$ cat src/rtl/axis_bram_capture.sv
// axis_bram_capture: captures words from an AXI4-stream ADC feed into a simple-dual-port BRAM.
//
// The stream is never stalled. s_tready is 1 whenever rst is low. Beats that arrive outside a
// capture are accepted and dropped. A start pulse in IDLE or DONE arms a capture, which latches
// length, decim and stop_on_last. During the capture, one beat out of every decim+1 accepted
// beats is written to consecutive BRAM words, starting at address 0. The capture ends when
// length words have been written, or, with stop_on_last set, on an accepted tlast beat.
//
// Ports
//   clk, rst       single clock, synchronous active-high reset
//   start          one-cycle capture request (ignored while capturing)
//   length         words to store; 0 or anything above 2^ADDR_WIDTH means 2^ADDR_WIDTH
//   decim          store one beat of every decim+1 accepted beats
//   stop_on_last   end the capture on an accepted tlast beat
//   s_t*           AXI4-stream slave
//   bram_*         BRAM write port, registered, one cycle after the stored beat
//   busy, done     capture in progress / capture complete (sticky)
//   wr_count       words written in the current or last capture
module axis_bram_capture #(
  parameter int unsigned DATA_WIDTH = 64,
  parameter int unsigned ADDR_WIDTH = 13
) (
  input  logic                    clk,
  input  logic                    rst,
  input  logic                    start,
  input  logic [ADDR_WIDTH:0]     length,
  input  logic [7:0]              decim,
  input  logic                    stop_on_last,
  input  logic [DATA_WIDTH-1:0]   s_tdata,
  input  logic                    s_tvalid,
  input  logic                    s_tlast,
  output logic                    s_tready,
  output logic                    bram_en,
  output logic [DATA_WIDTH/8-1:0] bram_we,
  output logic [ADDR_WIDTH-1:0]   bram_addr,
  output logic [DATA_WIDTH-1:0]   bram_din,
  output logic                    busy,
  output logic                    done,
  output logic [ADDR_WIDTH:0]     wr_count
);

  localparam int unsigned BeWidth = DATA_WIDTH / 8;
  localparam logic [ADDR_WIDTH:0] FullLen = {1'b1, {ADDR_WIDTH{1'b0}}};
  localparam logic [ADDR_WIDTH:0] CntOne  = {{ADDR_WIDTH{1'b0}}, 1'b1};

  typedef enum logic [1:0] {StIdle, StCapture, StDone} state_e;

  state_e                  state_q;
  logic [ADDR_WIDTH:0]     len_q;
  logic [7:0]              decim_q;
  logic                    sol_q;
  logic [7:0]              dec_cnt_q;
  logic [ADDR_WIDTH:0]     wr_count_q;
  logic                    bram_en_q;
  logic [ADDR_WIDTH-1:0]   bram_addr_q;
  logic [DATA_WIDTH-1:0]   bram_din_q;
  logic                    busy_q;
  logic                    done_q;

  logic                    accept;
  logic                    store;
  logic                    finish;
  logic [ADDR_WIDTH:0]     wr_count_inc;
  logic [ADDR_WIDTH:0]     len_clamped;

  always_comb begin
    accept       = s_tvalid & s_tready;
    store        = (state_q == StCapture) & accept & (dec_cnt_q == 8'd0);
    wr_count_inc = wr_count_q + CntOne;
    // Word-count limit and tlast stop can coincide; both just request DONE.
    finish       = (store & (wr_count_inc == len_q)) |
                   ((state_q == StCapture) & accept & sol_q & s_tlast);
    len_clamped  = ((length == '0) || (length > FullLen)) ? FullLen : length;
  end

  always_ff @(posedge clk) begin
    if (rst) begin
      state_q     <= StIdle;
      len_q       <= '0;
      decim_q     <= '0;
      sol_q       <= 1'b0;
      dec_cnt_q   <= '0;
      wr_count_q  <= '0;
      bram_en_q   <= 1'b0;
      bram_addr_q <= '0;
      bram_din_q  <= '0;
      busy_q      <= 1'b0;
      done_q      <= 1'b0;
    end else begin
      bram_en_q <= 1'b0;
      case (state_q)
        StIdle, StDone: begin
          // First DONE cycle still shows busy while the final write is on the port.
          if ((state_q == StDone) && busy_q) begin
            busy_q <= 1'b0;
            done_q <= 1'b1;
          end
          if (start) begin
            state_q    <= StCapture;
            len_q      <= len_clamped;
            decim_q    <= decim;
            sol_q      <= stop_on_last;
            wr_count_q <= '0;
            dec_cnt_q  <= '0;
            done_q     <= 1'b0;
            busy_q     <= 1'b1;
          end
        end
        StCapture: begin
          if (accept) begin
            dec_cnt_q <= (dec_cnt_q == decim_q) ? 8'd0 : dec_cnt_q + 8'd1;
          end
          if (store) begin
            bram_en_q   <= 1'b1;
            bram_addr_q <= wr_count_q[ADDR_WIDTH-1:0];
            bram_din_q  <= s_tdata;
            wr_count_q  <= wr_count_inc;
          end
          if (finish) begin
            state_q <= StDone;
          end
        end
        default: state_q <= StIdle;
      endcase
    end
  end

  // Gate with rst so that a write already registered from the previous beat never reaches
  // the BRAM once reset is asserted.
  assign s_tready  = ~rst;
  assign bram_en   = bram_en_q & ~rst;
  assign bram_we   = {BeWidth{bram_en}};
  assign bram_addr = rst ? '0 : bram_addr_q;
  assign bram_din  = rst ? '0 : bram_din_q;
  assign busy      = busy_q & ~rst;
  assign done      = done_q & ~rst;
  assign wr_count  = rst ? '0 : wr_count_q;

endmodule

$ cat config.mk
export PLATFORM = sky130hd
export DESIGN_NAME = axis_bram_capture
export DESIGN_NICKNAME = d
export VERILOG_FILES = /design/src/rtl/axis_bram_capture.sv
export SDC_FILE = /design/constraint.sdc
export NUM_CORES = 1
export LEC_CHECK = 0
export BUFFER_PORTS_ARGS = -buffer_cell sky130_fd_sc_hd__buf_2
export CORE_AREA = 2 2 115 117
export CTS_CLUSTER_DIAMETER = 40
export DETAILED_ROUTE_END_ITERATION = 12
export DIE_AREA = 0 0 117 119
export GPL_TIMING_DRIVEN = 0
export PLACE_DENSITY_LB_ADDON = 0.08
export SLEW_MARGIN = 10
export SYNTH_ARGS = -nofsm -noshare
export SYNTH_HDL_FRONTEND = slang
export SYNTH_SLANG_ARGS = --single-unit
$ cat constraint.sdc
create_clock -name clk -period 2.15 [get_ports clk]
set_clock_uncertainty 0.1 [all_clocks]
set_input_delay 0.215 -clock clk [delete_from_list [all_inputs] [get_ports clk]]
set_output_delay 0.215 -clock clk [all_outputs]
set_load 0.02 [all_outputs]
Word-level counts from Yosys, hierarchy flattened
Index checks and enable logic that the tools add are counted.
{"block": "totals", "register_bits": 127, "input_bits": 92, "word_cells": 68}
{"block": "classes", "add_sub_neg": 2, "n_lt_le_gt_ge": 1, "eq_ne": 8, "n_mux": 19, "n_bitwise": 12, "n_reduce_logical": 15}
{"cell": "$mux 64", "count": 1}
{"cell": "$mux 14", "count": 4}
{"cell": "$pmux 14 s2", "count": 1}
{"cell": "$mux 8", "count": 3}
{"cell": "$pmux 8 s2", "count": 1}
{"cell": "$add 14x1->14 const B", "count": 1}
{"cell": "$eq 14x14->1", "count": 1}
{"cell": "$gt 14x14->1 const B", "count": 1}
{"cell": "$logic_not 14->1", "count": 1}
{"cell": "$mux 13", "count": 1}
{"cell": "$and 1x1->1", "count": 9}
{"cell": "$add 8x1->8 const B", "count": 1}
{"cell": "$eq 8x8->1", "count": 1}
{"cell": "$logic_not 8->1", "count": 1}
{"cell": "$ne 2x2->1 const B", "count": 4}
{"cell": "$reduce_and 2->1", "count": 4}
{"cell": "$reduce_and 3->1", "count": 2}
{"cell": "$mux 1", "count": 5}
{"cell": "$mux 2", "count": 2}
{"cell": "$pmux 2 s2", "count": 1}
{"cell": "$reduce_bool 2->1", "count": 2}
{"cell": "$reduce_or 2->1", "count": 2}
{"cell": "$eq 2x1->1 const B", "count": 1}
{"cell": "$eq 2x2->1 const B", "count": 1}
{"cell": "other kinds (5)", "count": 6}

Depth between registers and ports, before layout
{"block": "depth", "word_depth": 8, "depth_mapped": 9}

Worst setup path after synthesis
Ideal clock, no wire load.
{"block": "synth_timing", "kind": "register -> register", "start": "reg wr_count_q[1]", "end": "reg state_q[0]", "setup_time_ns": 0.134, "arrival_time_ns": 2.059, "required_ns": 1.916, "path_slack_ns": -0.143, "path_stages_with_launch": 8, "cell_sequence": "dfxtp_1 > ha_1 > nand3_1 > nor3_2 > nand3_1 > or3_1 > a2111oi_2 > o22ai_1"}
{"block": "synth_between", "elab_chain_len": 6}
{"item": "start: declaration", "line_no": "53", "text": "logic [ADDR_WIDTH:0] wr_count_q;"}
{"item": "start signal: assignment", "line_no": "117", "text": "wr_count_q <= wr_count_inc;"}
{"item": "$add 14x1->14", "line_no": "69", "text": "wr_count_inc = wr_count_q + CntOne;"}
{"item": "$eq 14x14->1", "line_no": "71", "text": "finish = (store & (wr_count_inc == len_q)) |"}
{"item": "$and 1x1->1", "line_no": "71"}
{"item": "$or 1x1->1", "line_no": "71"}
{"item": "$ne 2x2->1 (no line)"}
{"item": "$reduce_and 2->1 (no line)"}
{"item": "end signal: assignment", "line_no": "78", "text": "state_q <= StIdle;"}
{"item": "end signal: assignment", "line_no": "99", "text": "state_q <= StCapture;"}
{"item": "end signal: assignment", "line_no": "120", "text": "state_q <= StDone;"}
{"item": "end: declaration", "line_no": "48", "text": "state_e state_q;"}
No other way between the ends.
A chain may end at the register's enable or synchronous reset.

Final worst setup path
{"block": "layout_timing", "start": "reg dec_cnt_q[0]", "end": "reg state_q[0]"}
{"block": "layout_between", "elab_chain_len": 6}
{"item": "start: declaration", "line_no": "52", "text": "logic [7:0] dec_cnt_q;"}
{"item": "start signal: assignment", "line_no": "111", "text": "dec_cnt_q <= (dec_cnt_q == decim_q) ? 8'd0 : dec_cnt_q + 8'd1;"}
{"item": "$logic_not 8->1", "line_no": "68", "text": "store = (state_q == StCapture) & accept & (dec_cnt_q == 8'd0);"}
{"item": "$and 1x1->1", "line_no": "68"}
{"item": "$and 1x1->1", "line_no": "71"}
{"item": "$or 1x1->1", "line_no": "71"}
{"item": "$ne 2x2->1 (no line)"}
{"item": "$reduce_and 2->1 (no line)"}
No other way between the ends.

==> impl_metrics.tcl <==
set metrics [dict create \
    status "complete, but fails checks" \
    violations "negative setup slack" \
    met3_usage_pct 7.63 \
    synthTopCellsByArea "dfxtp_1, nand2_1, nor2b_1" \
    crit_path_start_kind "register" \
    drt_iter0_markers 256 \
    cts_tree "built" \
    muxShareOfSynthArea_pct 0.173 \
    syn_area_mm2 0.00577 \
    reg2reg_setup_slack_ps -60 \
    maxSlewViolCount 0 \
    max_freq_mhz 453 \
    worstSetupEndpointType "register" \
    final_nets 1166 \
    hold_end "state_q[1]" \
    hold_viol 0 \
    postRouteAntennaNets 0 \
    p_leak_nw 4.11 \
    area_growth_pct 52.5 \
    gr-total-overflow 0 \
    synth_xor_area_share_pct 4.71 \
    cp_max_fo 5 \
    criticalPathCategory "reg -> reg" \
    fillerInstances 1084 \
    reg2reg_to "state_q[0]" \
    synthArstFlopShare_pct 0 \
    grt-busiest-layer "met2" \
    hp-start "start" \
    maxSlewHeadroom_pct 62.5 \
    viasPerCell 4.79 \
    port_buffers 193 \
    fin_crit_ps 2210 \
    final_cell_mix "nand2_1, buf_2, dfxtp_1" \
    synth_fa_ha_area_share_pct 0.651 \
    clock-sinks 127 \
    yosysUniqueCellTypes 45 \
    syn_inst 758 \
    worst_slew_pin_slew_ps 562 \
    ctsRootBufferMaster "clkbuf_16" \
    timing.rr.start "dec_cnt_q[0]" \
    via_count 6041 \
    required_ps 2340 \
    drc 0 \
    drtPass1Iterations 4 \
    synth_compound_area_share_pct 10.1 \
    layout_commonest_cell "nand2_1" \
    maxCapViolCount 0 \
    arrival_ps 2390 \
    synth_edf_count 0 \
    dieArea_mm2 0.0139 \
    worstPathCellList "inv_4, ha_4, nor4b_4, and3_1, buf_6, nor4bb_4, o211ai_1, a2111oi_4, o22ai_1" \
    critPathTopFamily "compound AO/OA/AOI/OAI gates" \
    grt_start_max_net_pins 17 \
    synth_flop_cell "dfxtp_1" \
    ir_drop_v 0.000757 \
    max_stage_delay_ps 390 \
    io_pins 195 \
    synth_fp_nets 853 \
    min_path_cells 3 \
    final_util_pct 68.3 \
    routabilityCongestion 0.837 \
    post-dp-hpwl_um 11500 \
    synth_top_family_by_area "simple AND/OR/NAND/NOR gates" \
    hold_class "in -> reg" \
    clk_latency_ps 430 \
    core_mm2 0.0129 \
    power_density_mw_per_mm2 719 \
    grt_use_met2_pct 44.1 \
    die_w_um 117 \
    timing.final.crit_share_pct 103 \
    grt_pass1_vias 5929 \
    ys_seq_area_share_pct 44.1 \
    synth_top_area_share_pct 44.1 \
    num_rows 42 \
    crit_buf_inv 2 \
    fp.dieH_um 119 \
    synth_area_per_cell_um2 7.61 \
    slowest_stage "a2111oi_4" \
    antenna-diode-count 0 \
    cts_buffers 17 \
    holdWs_ps 47.7 \
    drive_gt1_share_pct 27.8 \
    cts-htree-levels 4 \
    stdcell_area_mm2 0.00880 \
    track_usage_pct 26.1 \
    fin_tns_setup_ps -98.4 \
    worst_slack_ps -55.4 \
    place_area_mm2 0.00698 \
    synth-simple-area-share_pct 35.2 \
    ys_seq_elements 127 \
    synth_warnings 0 \
    start_util_pct 44.8 \
    path_clk_slew_ps 50 \
    ff2ff_path_depth 9 \
    grt_antenna_before_repair 0 \
    routed_wl_um 17600 \
    grt_pass1_wl_um 28400 \
    rsz0062_at_grt "yes" \
    setup_viol_count_final 2 \
    cts.path.max_buffers 2 \
    wl_per_cell_um 14.0 \
    yosysTopAreaCell "dfxtp_1" \
    grt_util_met1_pct 30.1 \
]
==> report_power, final <==
part           switching [W]  internal (W)  total, W  leakage (nW)
clock network        0.00105       0.00200   0.00305         0.294
logic               0.000407      0.000371  0.000778          2.78
registers          0.0000443       0.00245   0.00249          1.04
total                0.00150       0.00482   0.00632          4.11
==> Yosys cell counts, drive strengths merged (2+ instances only) <==
library cell / number
nand2: 254
dfxtp: 127
nor2b: 95
clkbuf: 40
a21oi: 38
nor2: 34
xnor2: 25
o21ai: 24
buf: 18
a22o: 13
nor3: 10
inv: 9
nand4: 9
nand3: 7
nand2b: 6
o31ai: 6
xor2: 6
and3: 4
o22ai: 4
ha: 3
nor4: 3
o211ai: 3
a31oi: 2
and2: 2
nor3b: 2
or4: 2
==> through the flow <==
| step | setup WS [ps] | total power [W] | instances |
|---|---|---|---|
| after CTS | -104 | 0.00632 | 1255 |
| after floorplan | 2.66 | 0.00291 | 758 |
| final | -55.4 | 0.00632 | 1260 |
| after global routing | -205 | 0.00656 | 1260 |
| after global placement | -587 | 0.00313 | 1127 |
| after detailed placement | -613 | 0.00314 | 1127 |
==> registers in the layout, summed over array words and instances, names as in the netlist <==
signal,flops
bram_addr_q,13
bram_en_q,1
decim_q,8
len_q,14
busy_q,1
wr_count_q,14
sol_q,1
bram_din_q,64
dec_cnt_q,8
done_q,1
state_q,2
==> logic make-up (layout without fill, tap and decap cells) <==
logic type | count (synthesis) | in the layout
flip-flops | 127 | 127
buffers and inverters | 67 | 393
XOR/XNOR | 31 | 31
AND/OR/NAND/NOR | 433 | 433
adder cells (fa/ha/maj) | 3 | 3
multiplexers | 1 | 1
AO/OA/AOI/OAI | 96 | 96
==> layer usage <==
layer | share of wire [%] | routed length, µm
met5 | 0 | 0
met4 | 2.8 | 491
met3 | 5.7 | 1010
met2 | 50 | 8730
met1 | 42 | 7400
==> worst max-delay path by stage <==
stage | to | cells after the start | slack (ps) | startpoint
2_1_floorplan | state_q[0] | 7 | 3 | wr_count_q[0]
3_3_place_gp | wr_count[12] | 6 | -590 | rst
3_5_place_dp | wr_count[12] | 6 | -610 | rst
4_1_cts | state_q[0] | 7 | -100 | wr_count_q[1]
5_1_grt | state_q[0] | 9 | -210 | dec_cnt_q[0]
6_report | state_q[0] | 9 | -60 | dec_cnt_q[0]
==> what timing repair did <==
action,4_1_cts,5_1_grt
pin swaps,12,6
buffers inserted,10,7
resized for setup,43,30
cloned,0,1
endpoints found under the hold margin,87,0
setup endpoints to repair,139,101
hold buffers,87,0
==> layout make-up <==
cell class	instances	area, µm²	area share [%]
clock inverters	9	156	1.78
repair buffers	298	1970	22.4
well taps	176	220	2.50
inverters	9	38.8	0.441
flip-flops and latches	127	2570	29.2
clock buffers	23	468	5.32
plain buffers	54	294	3.34
multi-input cells	564	3090	35.1
==> worst register-to-register path, delay by kind of cell, from the launching register on <==
family                     cells  cell delay (ps)
adders and majority gates      1              110
AOI/OAI and AO/OA              3              680
buffers and inverters          2              180
DFF                            1              350
and+or+nand+nor                3              650
Note: power is estimated with default switching activity, not from simulation.
